==> src/rtl/ram_slot_scheduler_if.sv <==
// Bus bundle between the slot/background requesters and ram_slot_scheduler.
// BG_ADDR_W sets the background address width (RA[19:0] on the card).
// When SCHED_STATS_EN is defined the bundle also carries the grant and
// stall counters.
interface ram_slot_scheduler_if #(
  parameter int BG_ADDR_W = 20
);
  logic                 cpu_ram_sel;
  logic                 cpu_we;
  logic                 bg_req;
  logic                 bg_we;
  logic [BG_ADDR_W-1:0] bg_addr;
  logic [7:0]           bg_wdata;
  logic [7:0]           rd_in;
  logic [2:0]           phase;
  logic                 sync_ok;
  logic                 addr_sel_bg;
  logic                 ram_cs;
  logic                 ram_we;
  logic                 rd_oe_bg;
  logic                 bg_ack;
  logic [7:0]           bg_rdata;
  logic                 bg_busy;
`ifdef SCHED_STATS_EN
  logic [15:0]          bg_grant_cnt;
  logic [15:0]          bg_stall_cnt;

  modport master (
    output cpu_ram_sel, cpu_we, bg_req, bg_we, bg_addr, bg_wdata, rd_in,
    input  phase, sync_ok, addr_sel_bg, ram_cs, ram_we, rd_oe_bg, bg_ack,
           bg_rdata, bg_busy, bg_grant_cnt, bg_stall_cnt
  );

  modport slave (
    input  cpu_ram_sel, cpu_we, bg_req, bg_we, bg_addr, bg_wdata, rd_in,
    output phase, sync_ok, addr_sel_bg, ram_cs, ram_we, rd_oe_bg, bg_ack,
           bg_rdata, bg_busy, bg_grant_cnt, bg_stall_cnt
  );
`else
  modport master (
    output cpu_ram_sel, cpu_we, bg_req, bg_we, bg_addr, bg_wdata, rd_in,
    input  phase, sync_ok, addr_sel_bg, ram_cs, ram_we, rd_oe_bg, bg_ack,
           bg_rdata, bg_busy
  );

  modport slave (
    input  cpu_ram_sel, cpu_we, bg_req, bg_we, bg_addr, bg_wdata, rd_in,
    output phase, sync_ok, addr_sel_bg, ram_cs, ram_we, rd_oe_bg, bg_ack,
           bg_rdata, bg_busy
  );
`endif
endinterface

==> src/rtl/ram_slot_scheduler.sv <==
// Shares the card SRAM between 6502 slot accesses and one background
// requester. A 7M phase counter S locks to the rising edge of the delayed
// PHI1; the background engine owns S1..S3, the CPU owns S5..S7.
// bg_addr/bg_wdata are consumed by the external RA/RD muxes via
// addr_sel_bg/rd_oe_bg. Define SCHED_STATS_EN to add saturating grant and
// stall counters.
module ram_slot_scheduler #(
  parameter int SYNC_TIMEOUT = 15
) (
  input  logic                C7M,
  input  logic                RES,
  input  logic                PHI1,
  ram_slot_scheduler_if.slave bus
);

  localparam int TO_W = $clog2(SYNC_TIMEOUT + 1);
  localparam logic [TO_W-1:0] TO_LAST = TO_W'(SYNC_TIMEOUT - 1);
  localparam logic [TO_W-1:0] TO_MAX  = TO_W'(SYNC_TIMEOUT);

  typedef enum logic [1:0] {IDLE, ADDR, STROBE, DONE} bg_state_t;

  logic [2:0]      s;
  logic [2:0]      s_next;
  logic            phi1_reg;
  logic            phi0_seen;
  logic            rise;
  logic            sync_ok;
  logic [TO_W-1:0] to_cnt;
  bg_state_t       state;
  bg_state_t       state_next;
  logic            ack_next;
  logic            bg_ack;
  logic [7:0]      bg_rdata;
  logic            busy;
  logic            cpu_win;

  // A PHI1 rise only counts once PHI1 has been seen low since reset.
  assign rise = PHI1 & ~phi1_reg & phi0_seen;

  // Phase counter next value: load 1 on a rise, park at 0 or 7, else count.
  always_comb begin
    s_next = s + 3'd1;
    if (rise)
      s_next = 3'd1;
    else if (s == 3'd0)
      s_next = 3'd0;
    else if (s == 3'd7)
      s_next = 3'd7;
  end

  // Phase counter, PHI1 edge history and sync-loss timeout.
  always_ff @(posedge C7M or posedge RES) begin
    if (RES) begin
      s         <= 3'd0;
      phi1_reg  <= 1'b0;
      phi0_seen <= 1'b0;
      sync_ok   <= 1'b0;
      to_cnt    <= '0;
    end else begin
      s        <= s_next;
      phi1_reg <= PHI1;
      if (!PHI1)
        phi0_seen <= 1'b1;
      if (rise) begin
        sync_ok <= 1'b1;
        to_cnt  <= '0;
      end else if (s == 3'd7) begin
        if (to_cnt != TO_MAX)
          to_cnt <= to_cnt + TO_W'(1);
        if (to_cnt == TO_LAST)
          sync_ok <= 1'b0;
      end
    end
  end

  // Background FSM next state; a rise always restarts (or aborts) the cycle.
  always_comb begin
    state_next = state;
    ack_next   = 1'b0;
    if (rise) begin
      state_next = (bus.bg_req && sync_ok) ? ADDR : IDLE;
    end else begin
      case (state)
        ADDR:    state_next = STROBE;
        STROBE:  state_next = DONE;
        DONE: begin
          state_next = IDLE;
          ack_next   = 1'b1;
        end
        default: state_next = IDLE;
      endcase
    end
  end

  // Background FSM state, completion pulse and read-data capture at end of S3.
  always_ff @(posedge C7M or posedge RES) begin
    if (RES) begin
      state    <= IDLE;
      bg_ack   <= 1'b0;
      bg_rdata <= 8'h00;
    end else begin
      state  <= state_next;
      bg_ack <= ack_next;
      if (ack_next && !bus.bg_we)
        bg_rdata <= bus.rd_in;
    end
  end

  assign busy    = (state != IDLE);
  assign cpu_win = sync_ok && (s >= 3'd5);

  // SRAM strobes: background owns S2/S3, CPU owns S5..S7 with a write in S6.
  always_comb begin
    bus.ram_cs = 1'b0;
    bus.ram_we = 1'b0;
    if (state == STROBE || state == DONE)
      bus.ram_cs = 1'b1;
    if (state == STROBE && bus.bg_we)
      bus.ram_we = 1'b1;
    if (cpu_win && bus.cpu_ram_sel)
      bus.ram_cs = 1'b1;
    if (bus.cpu_ram_sel && bus.cpu_we && s == 3'd6)
      bus.ram_we = 1'b1;
  end

  assign bus.phase       = s;
  assign bus.sync_ok     = sync_ok;
  assign bus.addr_sel_bg = busy;
  assign bus.bg_busy     = busy;
  assign bus.rd_oe_bg    = busy & bus.bg_we;
  assign bus.bg_ack      = bg_ack;
  assign bus.bg_rdata    = bg_rdata;

`ifdef SCHED_STATS_EN
  logic [15:0] grant_cnt;
  logic [15:0] stall_cnt;

  // Saturating counts of completed grants and of requests stalled by lost sync.
  always_ff @(posedge C7M or posedge RES) begin
    if (RES) begin
      grant_cnt <= 16'h0000;
      stall_cnt <= 16'h0000;
    end else begin
      if (bg_ack && grant_cnt != 16'hFFFF)
        grant_cnt <= grant_cnt + 16'd1;
      if (bus.bg_req && !sync_ok && stall_cnt != 16'hFFFF)
        stall_cnt <= stall_cnt + 16'd1;
    end
  end

  assign bus.bg_grant_cnt = grant_cnt;
  assign bus.bg_stall_cnt = stall_cnt;
`endif

endmodule

==> src/flat_wrapper.sv <==
// flat-port wrapper written by rule: the top's interface ports become plain ports
module ram_slot_scheduler_flat 
#(
  parameter int SYNC_TIMEOUT = 15
)
  (C7M, RES, PHI1, bus_cpu_ram_sel, bus_cpu_we, bus_bg_req, bus_bg_we, bus_bg_addr, bus_bg_wdata, bus_rd_in, bus_phase, bus_sync_ok, bus_addr_sel_bg, bus_ram_cs, bus_ram_we, bus_rd_oe_bg, bus_bg_ack, bus_bg_rdata, bus_bg_busy);
  ram_slot_scheduler_if #(.BG_ADDR_W(20)) bus_i ();
  input  logic C7M;
  input  logic RES;
  input  logic PHI1;
  input wire logic [$bits(bus_i.cpu_ram_sel)-1:0] bus_cpu_ram_sel;
  input wire logic [$bits(bus_i.cpu_we)-1:0] bus_cpu_we;
  input wire logic [$bits(bus_i.bg_req)-1:0] bus_bg_req;
  input wire logic [$bits(bus_i.bg_we)-1:0] bus_bg_we;
  input wire logic [$bits(bus_i.bg_addr)-1:0] bus_bg_addr;
  input wire logic [$bits(bus_i.bg_wdata)-1:0] bus_bg_wdata;
  input wire logic [$bits(bus_i.rd_in)-1:0] bus_rd_in;
  output wire logic [$bits(bus_i.phase)-1:0] bus_phase;
  output wire logic [$bits(bus_i.sync_ok)-1:0] bus_sync_ok;
  output wire logic [$bits(bus_i.addr_sel_bg)-1:0] bus_addr_sel_bg;
  output wire logic [$bits(bus_i.ram_cs)-1:0] bus_ram_cs;
  output wire logic [$bits(bus_i.ram_we)-1:0] bus_ram_we;
  output wire logic [$bits(bus_i.rd_oe_bg)-1:0] bus_rd_oe_bg;
  output wire logic [$bits(bus_i.bg_ack)-1:0] bus_bg_ack;
  output wire logic [$bits(bus_i.bg_rdata)-1:0] bus_bg_rdata;
  output wire logic [$bits(bus_i.bg_busy)-1:0] bus_bg_busy;
  assign bus_i.cpu_ram_sel = bus_cpu_ram_sel;
  assign bus_i.cpu_we = bus_cpu_we;
  assign bus_i.bg_req = bus_bg_req;
  assign bus_i.bg_we = bus_bg_we;
  assign bus_i.bg_addr = bus_bg_addr;
  assign bus_i.bg_wdata = bus_bg_wdata;
  assign bus_i.rd_in = bus_rd_in;
  assign bus_phase = bus_i.phase;
  assign bus_sync_ok = bus_i.sync_ok;
  assign bus_addr_sel_bg = bus_i.addr_sel_bg;
  assign bus_ram_cs = bus_i.ram_cs;
  assign bus_ram_we = bus_i.ram_we;
  assign bus_rd_oe_bg = bus_i.rd_oe_bg;
  assign bus_bg_ack = bus_i.bg_ack;
  assign bus_bg_rdata = bus_i.bg_rdata;
  assign bus_bg_busy = bus_i.bg_busy;
  ram_slot_scheduler #(.SYNC_TIMEOUT(SYNC_TIMEOUT)) u_core (.C7M(C7M), .RES(RES), .PHI1(PHI1), .bus(bus_i));
endmodule
==> config.mk <==
export PLATFORM = sky130hd
export DESIGN_NAME = ram_slot_scheduler_flat
export DESIGN_NICKNAME = d
export VERILOG_FILES = /design/src/rtl/ram_slot_scheduler_if.sv /design/src/rtl/ram_slot_scheduler.sv /design/src/flat_wrapper.sv
export SDC_FILE = /design/constraint.sdc
export NUM_CORES = 1
export LEC_CHECK = 0
export CORE_MARGIN = 10
export CORE_UTILIZATION = 39
export DETAILED_ROUTE_END_ITERATION = 7
export GPL_ROUTABILITY_DRIVEN = 0
export PLACE_DENSITY_LB_ADDON = 0.08
export SLEW_MARGIN = 10
export SYNTH_ARGS = -nofsm -noshare
export SYNTH_HDL_FRONTEND = slang
export SYNTH_SLANG_ARGS = --single-unit
==> constraint.sdc <==
create_clock -name C7M -period 3.6 [get_ports C7M]
set_clock_uncertainty 0.1 [all_clocks]
set_input_delay 0.9 -clock C7M [delete_from_list [all_inputs] [get_ports C7M]]
set_output_delay 0.9 -clock C7M [all_outputs]
set_load 0.01 [all_outputs]
==> impl_metrics.py <==
metrics = {
    "run_status": {
        "status": "completed",
    },
    "timing": {
        "max_freq_mhz": 315,
        "slew_violations": 0,
        "period_minus_slack_ps": 3170,
        "hold_viol": 0,
        "setup_viol": 0,
        "slew_headroom": 0.474,
        "setup_slack_ps": 427,
        "max_slew.worst_pin.slew_ps": 788,
        "rsz0062_at_grt": "no",
        "setup_tns_ps": 0,
        "period_share": 0.881,
    },
    "clocking": {
        "clock-root-buffer": "clkbuf_4",
        "cts.hold.buffers_added": 0,
        "htreeDepth": 1,
        "cts_tree": "done",
        "numCtsBuffers": 3,
        "clockBufferDepth": 2,
        "clk_pin_slew_ps": 120,
        "cts.sink_count": 21,
        "cts_resized": 0,
        "clk_latency_ps": 300,
        "post_cts_buffers": 0,
    },
    "worst_setup_path": {
        "end_kind": "primary output",
        "crit_required_ps": 2600,
        "cp.arrival_ps": 2170,
        "cp_max_fo": 2,
        "startpoint_type": "input pin",
        "critical_path_class": "input pin to primary output",
    },
    "power": {
        "p_sw_mw": 0.317,
        "p_int_mw": 0.611,
        "p_comb_frac": 0.471,
        "power.density_nw_per_um2": 670,
        "finalPower_mw": 0.929,
        "cellLeakagePower_nw": 0.625,
        "power_frac_seq": 0.407,
        "ir_worst_vdd_v": 0.000345,
        "power.share.clock": 0.123,
        "swShare": 0.342,
    },
    "yosys": {
        "netlist.area_leader.share": 0.519,
        "ys.flop_type": "dfrtp_1",
        "yosysUniqueCellTypes": 29,
        "avgSynthCellArea_um2": 11.2,
        "syn_nets": 142,
        "synth.most_common_cell": "dfrtp_1",
        "syn_inst": 90,
        "ys_warn_count": 0,
        "synth-edff-count": 0,
        "syn_area_um2": 1010,
        "synth-seq-cells": 21,
        "yosys.area.top_type": "dfrtp_1",
        "synthTopCellsByCount": "dfrtp_1, ha_1, inv_1",
        "ys_seq_area_frac": 0.519,
        "ys_top_cells_by_area": "dfrtp_1, ha_1, mux2_2",
        "async_flop_share": 1.00,
    },
    "layout": {
        "fin_cells": 154,
        "largest_reg_flops": 8,
        "multi_input_area_um2": 442,
        "finalNetCount": 177,
        "n_antenna_cell": 0,
        "syn_to_final_growth_pct": 37.0,
        "largest_register": "u_core.bus.bg_rdata",
        "drive_gt1_frac": 0.129,
        "n_fill_cell": 245,
        "seq_area_um2": 526,
    },
    "route": {
        "ant_nets": 0,
        "vias_per_cell": 5.05,
        "wl_um": 2160,
        "dr.pass1.iters": 4,
        "wire_per_inst_um": 14.0,
        "drc": 0,
        "vias": 778,
        "drt_iter0_drc": 17,
    },
    "global_route": {
        "grt_max_degree": 22,
        "antenna_found_initial": 0,
        "grt_pass1_wl_um": 3420,
        "grt.overflow.total": 0,
        "first_global_vias": 774,
        "gr-usage-all-layers": 0.0812,
    },
    "floorplanning": {
        "fp.dieH_um": 70.9,
        "ios": 61,
        "initial_core_util": 0.409,
        "rows": 18,
        "dieArea_um2": 5030,
        "fp.dieW_um": 70.9,
        "core_region_area_um2": 2480,
    },
    "placement": {
        "port_buffers": 32,
        "dpl.hpwl_um": 1720,
        "pre_cts_slack_ps": 430,
        "placedCellCount": 150,
    },
    "worst_hold_path": {
        "hold_path_class": "flip-flop to flip-flop",
    },
    "job": {
        "cap_viol_max_count": 0,
    },
}
critical path: stages:
cell and delay, ps:
clkdlybuf4s50_1 490, nand3_1 80, o21ai_0 150, clkdlybuf4s50_1 560
layout by cell type (no fill, tap or decap), types with 2 or more instances in the layout:
cell / netlist / routed
a21oi_1: 4 / 4
and2_1: 2 / 2
clkbuf_4: 0 / 3
clkdlybuf4s50_1: 0 / 32
dfrtp_1: 21 / 21
ha_1: 9 / 9
inv_1: 9 / 9
mux2_2: 8 / 8
nand2_1: 5 / 5
nand3_1: 3 / 3
nand4_1: 2 / 2
nor2_1: 2 / 2
nor3_1: 3 / 3
o21ai_0: 4 / 4
or3_1: 2 / 2
path summary, 6_finish.rpt:
kind	start	slack (ps)	end	depth (start not counted)
worst max-delay path	bus_cpu_ram_sel	430	bus_ram_cs	4
worst min-delay path	u_core.phi0_seen	400	u_core.phi0_seen	1
worst max register to register	u_core.to_cnt[0]	2090	u_core.to_cnt[0]	4
worst min register to register	u_core.phi0_seen	400	u_core.phi0_seen	1
max in group asynchronous	RES	1980	u_core.state[0]	2
min in group asynchronous	RES	930	u_core.bus.bg_rdata[5]	2
power groups by stage:
stage,sequential [mW],clock (mW),combinational [mW]
4_1_cts,0.378,0.120,0.446
3_3_place_gp,0.375,0,0.437
2_1_floorplan,0.403,0,0.191
3_5_place_dp,0.384,0,0.445
5_1_grt,0.386,0.127,0.480
6_report,0.378,0.114,0.437
per-stage QoR:
stage | instance area, µm² | hold WS (ps) | util
finish | 1390 | 405 | 0.560
detailed placement | 1360 | 381 | 0.548
global route | 1390 | 437 | 0.560
CTS | 1390 | 413 | 0.560
global placement | 1360 | 369 | 0.548
floorplan | 1010 | 350 | -
layout make-up:
| cell class | count | share of cell area |
|---|---|---|
| Multi-Input combinational cell | 58 | 0.319 |
| Clock inverter | 1 | 0.00361 |
| Timing Repair Buffer | 32 | 0.231 |
| Clock buffer | 3 | 0.0162 |
| Tap cell | 30 | 0.0271 |
| Inverter | 9 | 0.0244 |
| Sequential cell | 21 | 0.379 |
kinds of logic (layout without fill, tap and decap cells):
kind of cell               count (synthesis)  in the layout  synth area share
and+or+nand+nor                           29             29             0.167
DFF                                       21             21             0.519
AOI/OAI and AO/OA                         12             12            0.0692
buffers and inverters                     11             45            0.0445
adders and majority gates                  9              9             0.111
muxes                                      8              8            0.0890
metal layers:
layer  routed length, µm  share of wire  track usage
met1                 886           0.41       0.0845
met2                1040           0.48        0.135
met3                 210          0.097       0.0432
met4                  25          0.012       0.0323
met5                   0              0            0
Power figures use the tool's default switching activity.
